$ cat config.mk
export PLATFORM = sky130hd
export DESIGN_NAME = pmic_pwm_gen
export DESIGN_NICKNAME = d
export VERILOG_FILES = /design/src/rtl/pmic_pwm_gen_pkg.sv /design/src/rtl/pmic_deadtime.sv /design/src/rtl/pmic_pwm_gen.sv
export SDC_FILE = /design/constraint.sdc
export NUM_CORES = 1
export LEC_CHECK = 0
export BUFFER_PORTS_ARGS = -buffer_cell sky130_fd_sc_hd__buf_4
export CORE_MARGIN = 4
export CORE_UTILIZATION = 40
export CTS_CLUSTER_SIZE = 14
export DETAILED_ROUTE_END_ITERATION = 10
export GPL_ROUTABILITY_DRIVEN = 0
export HOLD_SLACK_MARGIN = 0.06
export PLACE_DENSITY = 0.61
export RECOVER_POWER = 25
export SLEW_MARGIN = 40
export SYNTH_ARGS = -nofsm -noshare
export SYNTH_HDL_FRONTEND = slang
export SYNTH_SLANG_ARGS = --single-unit
$ cat constraint.sdc
create_clock -name clk -period 4.6 [get_ports clk]
set_input_delay 0.46 -clock clk [delete_from_list [all_inputs] [get_ports clk]]
set_output_delay 0.46 -clock clk [all_outputs]
set_load 0.1 [all_outputs]
$ cat src/rtl/pmic_pwm_gen_pkg.sv
// Shared definitions for the PMIC complementary PWM generator: state encodings,
// default widths and the control FSM next-state function.
package pmic_pwm_gen_pkg;

    localparam int unsigned DefWidth   = 8;
    localparam int unsigned DefDtWidth = 4;

    localparam logic [1:0] ST_IDLE  = 2'b00;
    localparam logic [1:0] ST_RUN   = 2'b01;
    localparam logic [1:0] ST_FAULT = 2'b10;

    // fault has top priority; FAULT only exits to IDLE, never straight to RUN
    function automatic logic [1:0] fsm_next(
        input logic [1:0] state,
        input logic       en,
        input logic       fault,
        input logic       fault_clr
    );
        logic [1:0] nxt;
        nxt = state;
        if (fault) begin
            nxt = ST_FAULT;
        end else begin
            case (state)
                ST_IDLE:  if (en)         nxt = ST_RUN;
                ST_RUN:   if (!en)        nxt = ST_IDLE;
                ST_FAULT: if (fault_clr)  nxt = ST_IDLE;
                default:                  nxt = ST_IDLE;
            endcase
        end
        return nxt;
    endfunction

endpackage

$ cat src/rtl/pmic_deadtime.sv
// Dead-time insertion stage: turns the raw PWM level into non-overlapping
// high-side / low-side drives with a programmable both-low gap.
module pmic_deadtime
    import pmic_pwm_gen_pkg::*;
#(
    parameter int unsigned DT_WIDTH = DefDtWidth
) (
    input  logic                clk,
    input  logic                clear,
    input  logic                pwm_raw,
    input  logic [DT_WIDTH-1:0] dead,
    input  logic                run,
    input  logic                start,
    output logic                hs_out,
    output logic                ls_out
);

    logic                lvl_q, lvl_d;
    logic [DT_WIDTH-1:0] dt_q, dt_d;
    logic                hs_q, hs_d;
    logic                ls_q, ls_d;

    always_comb begin
        lvl_d = lvl_q;
        dt_d  = dt_q;
        hs_d  = 1'b0;
        ls_d  = 1'b0;
        if (!run) begin
            lvl_d = 1'b0;
            dt_d  = '0;
        end else if (start) begin
            // Entry always starts from a low level with a full dead-time gap
            lvl_d = 1'b0;
            dt_d  = dead;
        end else begin
            if (pwm_raw != lvl_q) begin
                lvl_d = pwm_raw;
                dt_d  = dead;
            end else if (dt_q != '0) begin
                dt_d = dt_q - DT_WIDTH'(1);
            end
            hs_d = lvl_d  && (dt_d == '0);
            ls_d = !lvl_d && (dt_d == '0);
        end
    end

    always_ff @(posedge clk or negedge clear) begin
        if (!clear) begin
            lvl_q <= 1'b0;
            dt_q  <= '0;
            hs_q  <= 1'b0;
            ls_q  <= 1'b0;
        end else begin
            lvl_q <= lvl_d;
            dt_q  <= dt_d;
            hs_q  <= hs_d;
            ls_q  <= ls_d;
        end
    end

    assign hs_out = hs_q;
    assign ls_out = ls_q;

endmodule

$ cat src/rtl/pmic_pwm_gen.sv
// Complementary PWM generator: control FSM, period counter and shadowed
// duty/period registers feeding the dead-time stage.
module pmic_pwm_gen
    import pmic_pwm_gen_pkg::*;
#(
    parameter int unsigned WIDTH    = DefWidth,
    parameter int unsigned DT_WIDTH = DefDtWidth
) (
    input  logic                clk,
    input  logic                clear,
    input  logic                en,
    input  logic [WIDTH-1:0]    duty,
    input  logic [WIDTH-1:0]    period,
    input  logic [DT_WIDTH-1:0] dead,
    input  logic                fault,
    input  logic                fault_clr,
    output logic                hs_out,
    output logic                ls_out,
    output logic                period_start,
    output logic                fault_flag
);

    logic [1:0]       state_q, state_d;
    logic [WIDTH-1:0] pcnt_q, pcnt_d;
    logic [WIDTH-1:0] duty_sh_q, duty_sh_d;
    logic [WIDTH-1:0] period_sh_q, period_sh_d;
    logic             period_start_q, period_start_d;
    logic             fault_flag_q, fault_flag_d;

    logic in_run;
    logic run_next;
    logic start;
    logic wrap;
    logic pwm_raw;

    always_comb begin
        state_d  = fsm_next(state_q, en, fault, fault_clr);
        in_run   = (state_q == ST_RUN);
        run_next = (state_d == ST_RUN);
        start    = run_next && !in_run;
        wrap     = in_run && (pcnt_q == period_sh_q);
        pwm_raw  = in_run && (pcnt_q < duty_sh_q);
    end

    always_comb begin
        pcnt_d      = '0;
        duty_sh_d   = duty_sh_q;
        period_sh_d = period_sh_q;
        if (run_next && !start && !wrap) begin
            pcnt_d = pcnt_q + WIDTH'(1);
        end
        // Shadows only move at period boundaries so a period is never torn
        if (start || wrap) begin
            duty_sh_d   = duty;
            period_sh_d = period;
        end
        period_start_d = run_next && (pcnt_d == '0);
        fault_flag_d   = (state_d == ST_FAULT);
    end

    always_ff @(posedge clk or negedge clear) begin
        if (!clear) begin
            state_q        <= ST_IDLE;
            pcnt_q         <= '0;
            duty_sh_q      <= '0;
            period_sh_q    <= '0;
            period_start_q <= 1'b0;
            fault_flag_q   <= 1'b0;
        end else begin
            state_q        <= state_d;
            pcnt_q         <= pcnt_d;
            duty_sh_q      <= duty_sh_d;
            period_sh_q    <= period_sh_d;
            period_start_q <= period_start_d;
            fault_flag_q   <= fault_flag_d;
        end
    end

    pmic_deadtime #(
        .DT_WIDTH (DT_WIDTH)
    ) u_deadtime (
        .clk     (clk),
        .clear   (clear),
        .pwm_raw (pwm_raw),
        .dead    (dead),
        .run     (run_next),
        .start   (start),
        .hs_out  (hs_out),
        .ls_out  (ls_out)
    );

    assign period_start = period_start_q;
    assign fault_flag   = fault_flag_q;

endmodule

# After elaboration in Yosys (flattened, before gate mapping)
# Index checks and enable logic that the tools add are counted.
# op_classes
n_addsub	2
magnitude_cmp	1
eq_ne	6
n_mux	21
n_reduce_logical	17
# ops
cell	n
4-bit 2-to-1 mux	6
1-bit 2-to-1 mux	9
8-bit by 1-bit adder with 8-bit output (second input constant)	1
8-bit equality test	1
1-bit logical AND	8
8-bit logical NOT	1
8-bit < comparator	1
2-bit 2-to-1 mux	4
8-bit 2-to-1 mux	1
2-bit case mux with 3 select lines	1
2-bit by 1-bit equality test with 1-bit output (second input constant)	2
2-bit equality test (second input constant)	2
1-bit logical NOT	4
4-bit logical NOT	1
4-bit nonzero test	1
4-bit by 1-bit subtractor with 4-bit output (second input constant)	1
2-bit logical NOT	1
1-bit logical OR	1
1-bit inequality test	1
# totals
register_bits	35
in_bits	25
output_inout_bits	4
elab_cells	57

# Depth between registers and ports, before layout
# logic_depth
word_depth	11
ltp_mapped	12
ltp_nobuf	11

# Cells and area by module
# A second synthesis with hierarchy kept.
# unflattened
hier_cells	189
area_unflattened_um2	2039.5
# by_module_without_submodules
module	instances	cells_per_inst	area_each_um2	seq_area_each_um2
pmic_pwm_gen	1	137	1562.7	700.7
pmic_deadtime	1	52	476.7	175.2

# Worst setup path after synthesis
# No wires, ideal clock.
# synth_timing
path_type	reg-to-reg
from	reg pcnt_q[1]
to	reg u_deadtime.ls_q (netlist: u_deadtime.ls_out)
setup_time_ns	0.086
arrival_time_ns	2.263
slack_ns	2.251
stages_incl_launch_ff	12
path_buffers	1
period_less_slack_ns	2.349
path_cell_list	dfrtp_1 > ha_1 > a21o_1 > a21oi_1 > o21ai_0 > a41oi_1 > ha_1 > clkbuf_1 > nor2b_1 > a211oi_1 > nand4_1 > nor3_1
# synth_between
elab_chain_cells	10
# synth_rtl
element	line	source
from (decl)	pmic_pwm_gen.sv:24	logic [WIDTH-1:0] pcnt_q, pcnt_d;
from (signal assigned)	pmic_pwm_gen.sv:71	pcnt_q <= pcnt_d;
8-bit < comparator (*)	pmic_pwm_gen.sv:42	pwm_raw = in_run && (pcnt_q < duty_sh_q);
1-bit logical AND (*)	pmic_pwm_gen.sv:42	
1-bit inequality test	pmic_deadtime.sv:36	if (pwm_raw != lvl_q) begin
4-bit 2-to-1 mux or 1-bit 2-to-1 mux (tied branches)	pmic_deadtime.sv:36	
4-bit 2-to-1 mux or 1-bit 2-to-1 mux (tied branches)	pmic_deadtime.sv:31	end else if (start) begin
4-bit 2-to-1 mux or 1-bit 2-to-1 mux (tied branches)	pmic_deadtime.sv:28	if (!run) begin
4-bit logical NOT or 1-bit logical NOT (tied branches)	pmic_deadtime.sv:43	ls_d = !lvl_d && (dt_d == '0);
1-bit logical AND (*)	pmic_deadtime.sv:43	
1-bit 2-to-1 mux (*)	pmic_deadtime.sv:31	
1-bit 2-to-1 mux (*)	pmic_deadtime.sv:28	
via u_deadtime.ls_d	pmic_deadtime.sv:21	logic ls_q, ls_d;
to (signal assigned)	pmic_deadtime.sv:57	ls_q <= ls_d;
to (decl)	pmic_deadtime.sv:21	
# Mark *: on every way through the listed nets, which the timed path passes. The rest lies on a longest branch. The select of a mux whose other input is x is not followed.
# A chain may end at the register's enable or synchronous reset.

# Worst setup path in the final report
# Same ends and word-level chain as after synthesis.

==> qor.csv <==
metric,value,unit
cts_tree,built,
p_leak,1.098,nW
failed_checks,"capacitance limit, slew limit",
cts_hold_buf,0,
track_usage,13.93,%
cp-start-kind,flop,
ant_nets,0,
finalSetupTns,0,ns
final_common_cell,dfrtp_1,
antennaDiodeCount,0,
comb_power_share,19.9,%
synth_flop_cell,dfrtp_1,
chipHeight,77.54,um
final-instance-count-excl-fill,253,
setup_viol,0,
die_area,0.006012,sq mm
wl_met1,1724,um
pwr_density_cell,329.7,mW/mm^2
dr_total_vias,1332,
syn-mean-instance-area,11.31,sq um
max_freq,385.9,MHz
slew_headroom,-23.56,%
drive_gt1_share,28.64,%
via_per_inst,5.265,
cts_resized,0,
syn-instance-count,171,
pwr-share-clk,29.4,%
clockRootBuffer,clkbuf_8,
synth-edff-count,0,
p_int,0.5373,mW
syn-cell-area,0.001934,sq mm
ys_seq_elements,35,
core_area,0.004692,sq mm
slew_violations,36,
grt_pass1_wl,6520,um
worst_pin_slew,1.853,ns
clock_latency,0.29,ns
cts_buffers,5,
grt_max_degree,36,
timing.rr.end,u_deadtime.ls_out,
drc_errors,0,
htree_levels,2,
dp.cells,245,
area_delta_synth_final,16.04,%
clk_path_buf_depth,2,
async_flop_share,100.0,%
critical_path_class,flop to flop,
yosys_warnings,0,
final_cell_mix,"dfrtp_1, buf_4, nor2_1, inv_1, ha_1",
dr.pass1.iters,4,
fin_crit_sh,56.33,%
io_buffers,28,
rsz0062_at_grt,false,
dp_hpwl,2824,um
r2r_cells,10,
cts_post_setup_buffers_inserted,0,
fin_crit,2.591,ns
hold-worst-slack,0.3702,ns
switching_share,27.40,%
crit_required,4.80,ns
p_sw,0.2028,mW
dieWidth,77.54,um
first_iter_violations,27,
worstPathMaxFanout,9,
r2r_slack,2.01,ns
syn_nets,207,
cp-startpoint,pcnt_q[1],
final_util,47.84,%
hold_path.class,primary input to flop,
rr_startpoint,pcnt_q[1],
wl_met3,209,um
design_area,0.002245,sq mm
skew,0.008469,ns
start_util,41.23,%
sequentialPowerShare,50.7,%
ios,29,
yosysSeqAreaShare,45.28,%
hold_viol_final,0,
fp-row-count,25,
clk_pin_slew,0.07,ns
layout.nets,234,
topRoutingLayerUsed,met4,
cts.sinks,35,
cp-endpoint,u_deadtime.ls_out,
postPlaceCellArea,0.002163,sq mm
grt_overflow_total,0,
arrival,2.79,ns
cap_violations,1,
wl_met2,1812,um
yosysUniqueCellTypes,38,
wl_per_cell,15.20,um
ir_drop,213.6,uV
grt_pass1_vias,1359,
status,"finished, violations left",
antenna_found_initial,0,
critPathCaptureType,flop,
wirelength,3845,um
cell usage after synthesis, types with 5 or more instances:
cell type  number  area [sq um]
mux2_4         10         150.1
o21ai_0         5         25.02
xnor2_1         6         52.55
nand2_1         5         18.77
dfrtp_1        35         875.8
nor2_1         13         48.80
inv_1          12         45.04
xor2_1         10         87.58
ha_1           11         137.6
mux2_2          7         78.83
logic make-up after synthesis:
logic type                 Yosys count  synth area share, %
and+or+nand+nor                     47                13.45
xor gates and xnor gates            16                7.244
adders and majority gates           11                7.115
AOI/OAI and AO/OA                   22                8.667
buffers and inverters               20                4.851
muxes                               20                13.39
DFF                                 35                45.28
final cells by class:
| class | instances | area [sq um] |
|---|---|---|
| Tap cell | 54 | 67.56 |
| Multi-Input combinational cell | 116 | 964.7 |
| Inverter | 12 | 45.04 |
| Timing Repair Buffer | 28 | 206.4 |
| Fill cell | 454 | 2447 |
| Clock inverter | 2 | 12.51 |
| Clock buffer | 6 | 72.57 |
| Sequential cell | 35 | 875.8 |
flip-flops by register name, indices dropped and copies added, names as in the netlist:
name and count:
duty_sh_q 8, pcnt_q 8, period_sh_q 8, fault_flag 1
state_q 2, period_start 1, u_deadtime.hs_out 1, u_deadtime.ls_out 1
u_deadtime.lvl_q 1, u_deadtime.dt_q 4
per-layer routing:
| metal | vias to the layer above | track usage [%] |
|---|---|---|
| li1 | 649 | - |
| met1 | 634 | 17.45 |
| met2 | 37 | 21.93 |
| met3 | 12 | 4.640 |
| met4 | 0 | 5.872 |
| met5 | - | 0 |
how the worst min path moves through the flow:
stage / from / cells past startpoint / to
after floorplan: clear / 0 / duty_sh_q[0]
after global routing: fault / 2 / state_q[0]
after global placement: clear / 1 / duty_sh_q[7]
after CTS: clear / 1 / duty_sh_q[6]
after detailed placement: clear / 1 / period_sh_q[3]
final: fault / 2 / state_q[0]
worst max-delay path, cell delays in order, from the launching register on:
cell and delay (ns):
dfrtp_1 0.48, ha_1 0.34, a21o_1 0.16, a21oi_1 0.13, o21ai_0 0.08, a41oi_1 0.31, ha_1 0.37, nor2b_1 0.09
a211oi_1 0.22, nand4_1 0.15, nor3_1 0.17
stage by stage:
stage	power, mW	worst slack, ns
6_report	0.7401	2.009
3_5_place_dp	0.5310	2.040
4_1_cts	0.7532	2.013
2_1_floorplan	0.4797	2.251
5_1_grt	0.7894	1.773
3_3_place_gp	0.5244	2.182
power by group through the flow:
stage | combinational (mW) | clock [mW] | sequential, mW
6_report | 0.148 | 0.217 | 0.375
5_1_grt | 0.164 | 0.245 | 0.380
4_1_cts | 0.150 | 0.227 | 0.376
3_5_place_dp | 0.149 | 0 | 0.382
3_3_place_gp | 0.144 | 0 | 0.380
2_1_floorplan | 0.101 | 0 | 0.379
No activity file was read; power rests on OpenSTA's default activity.
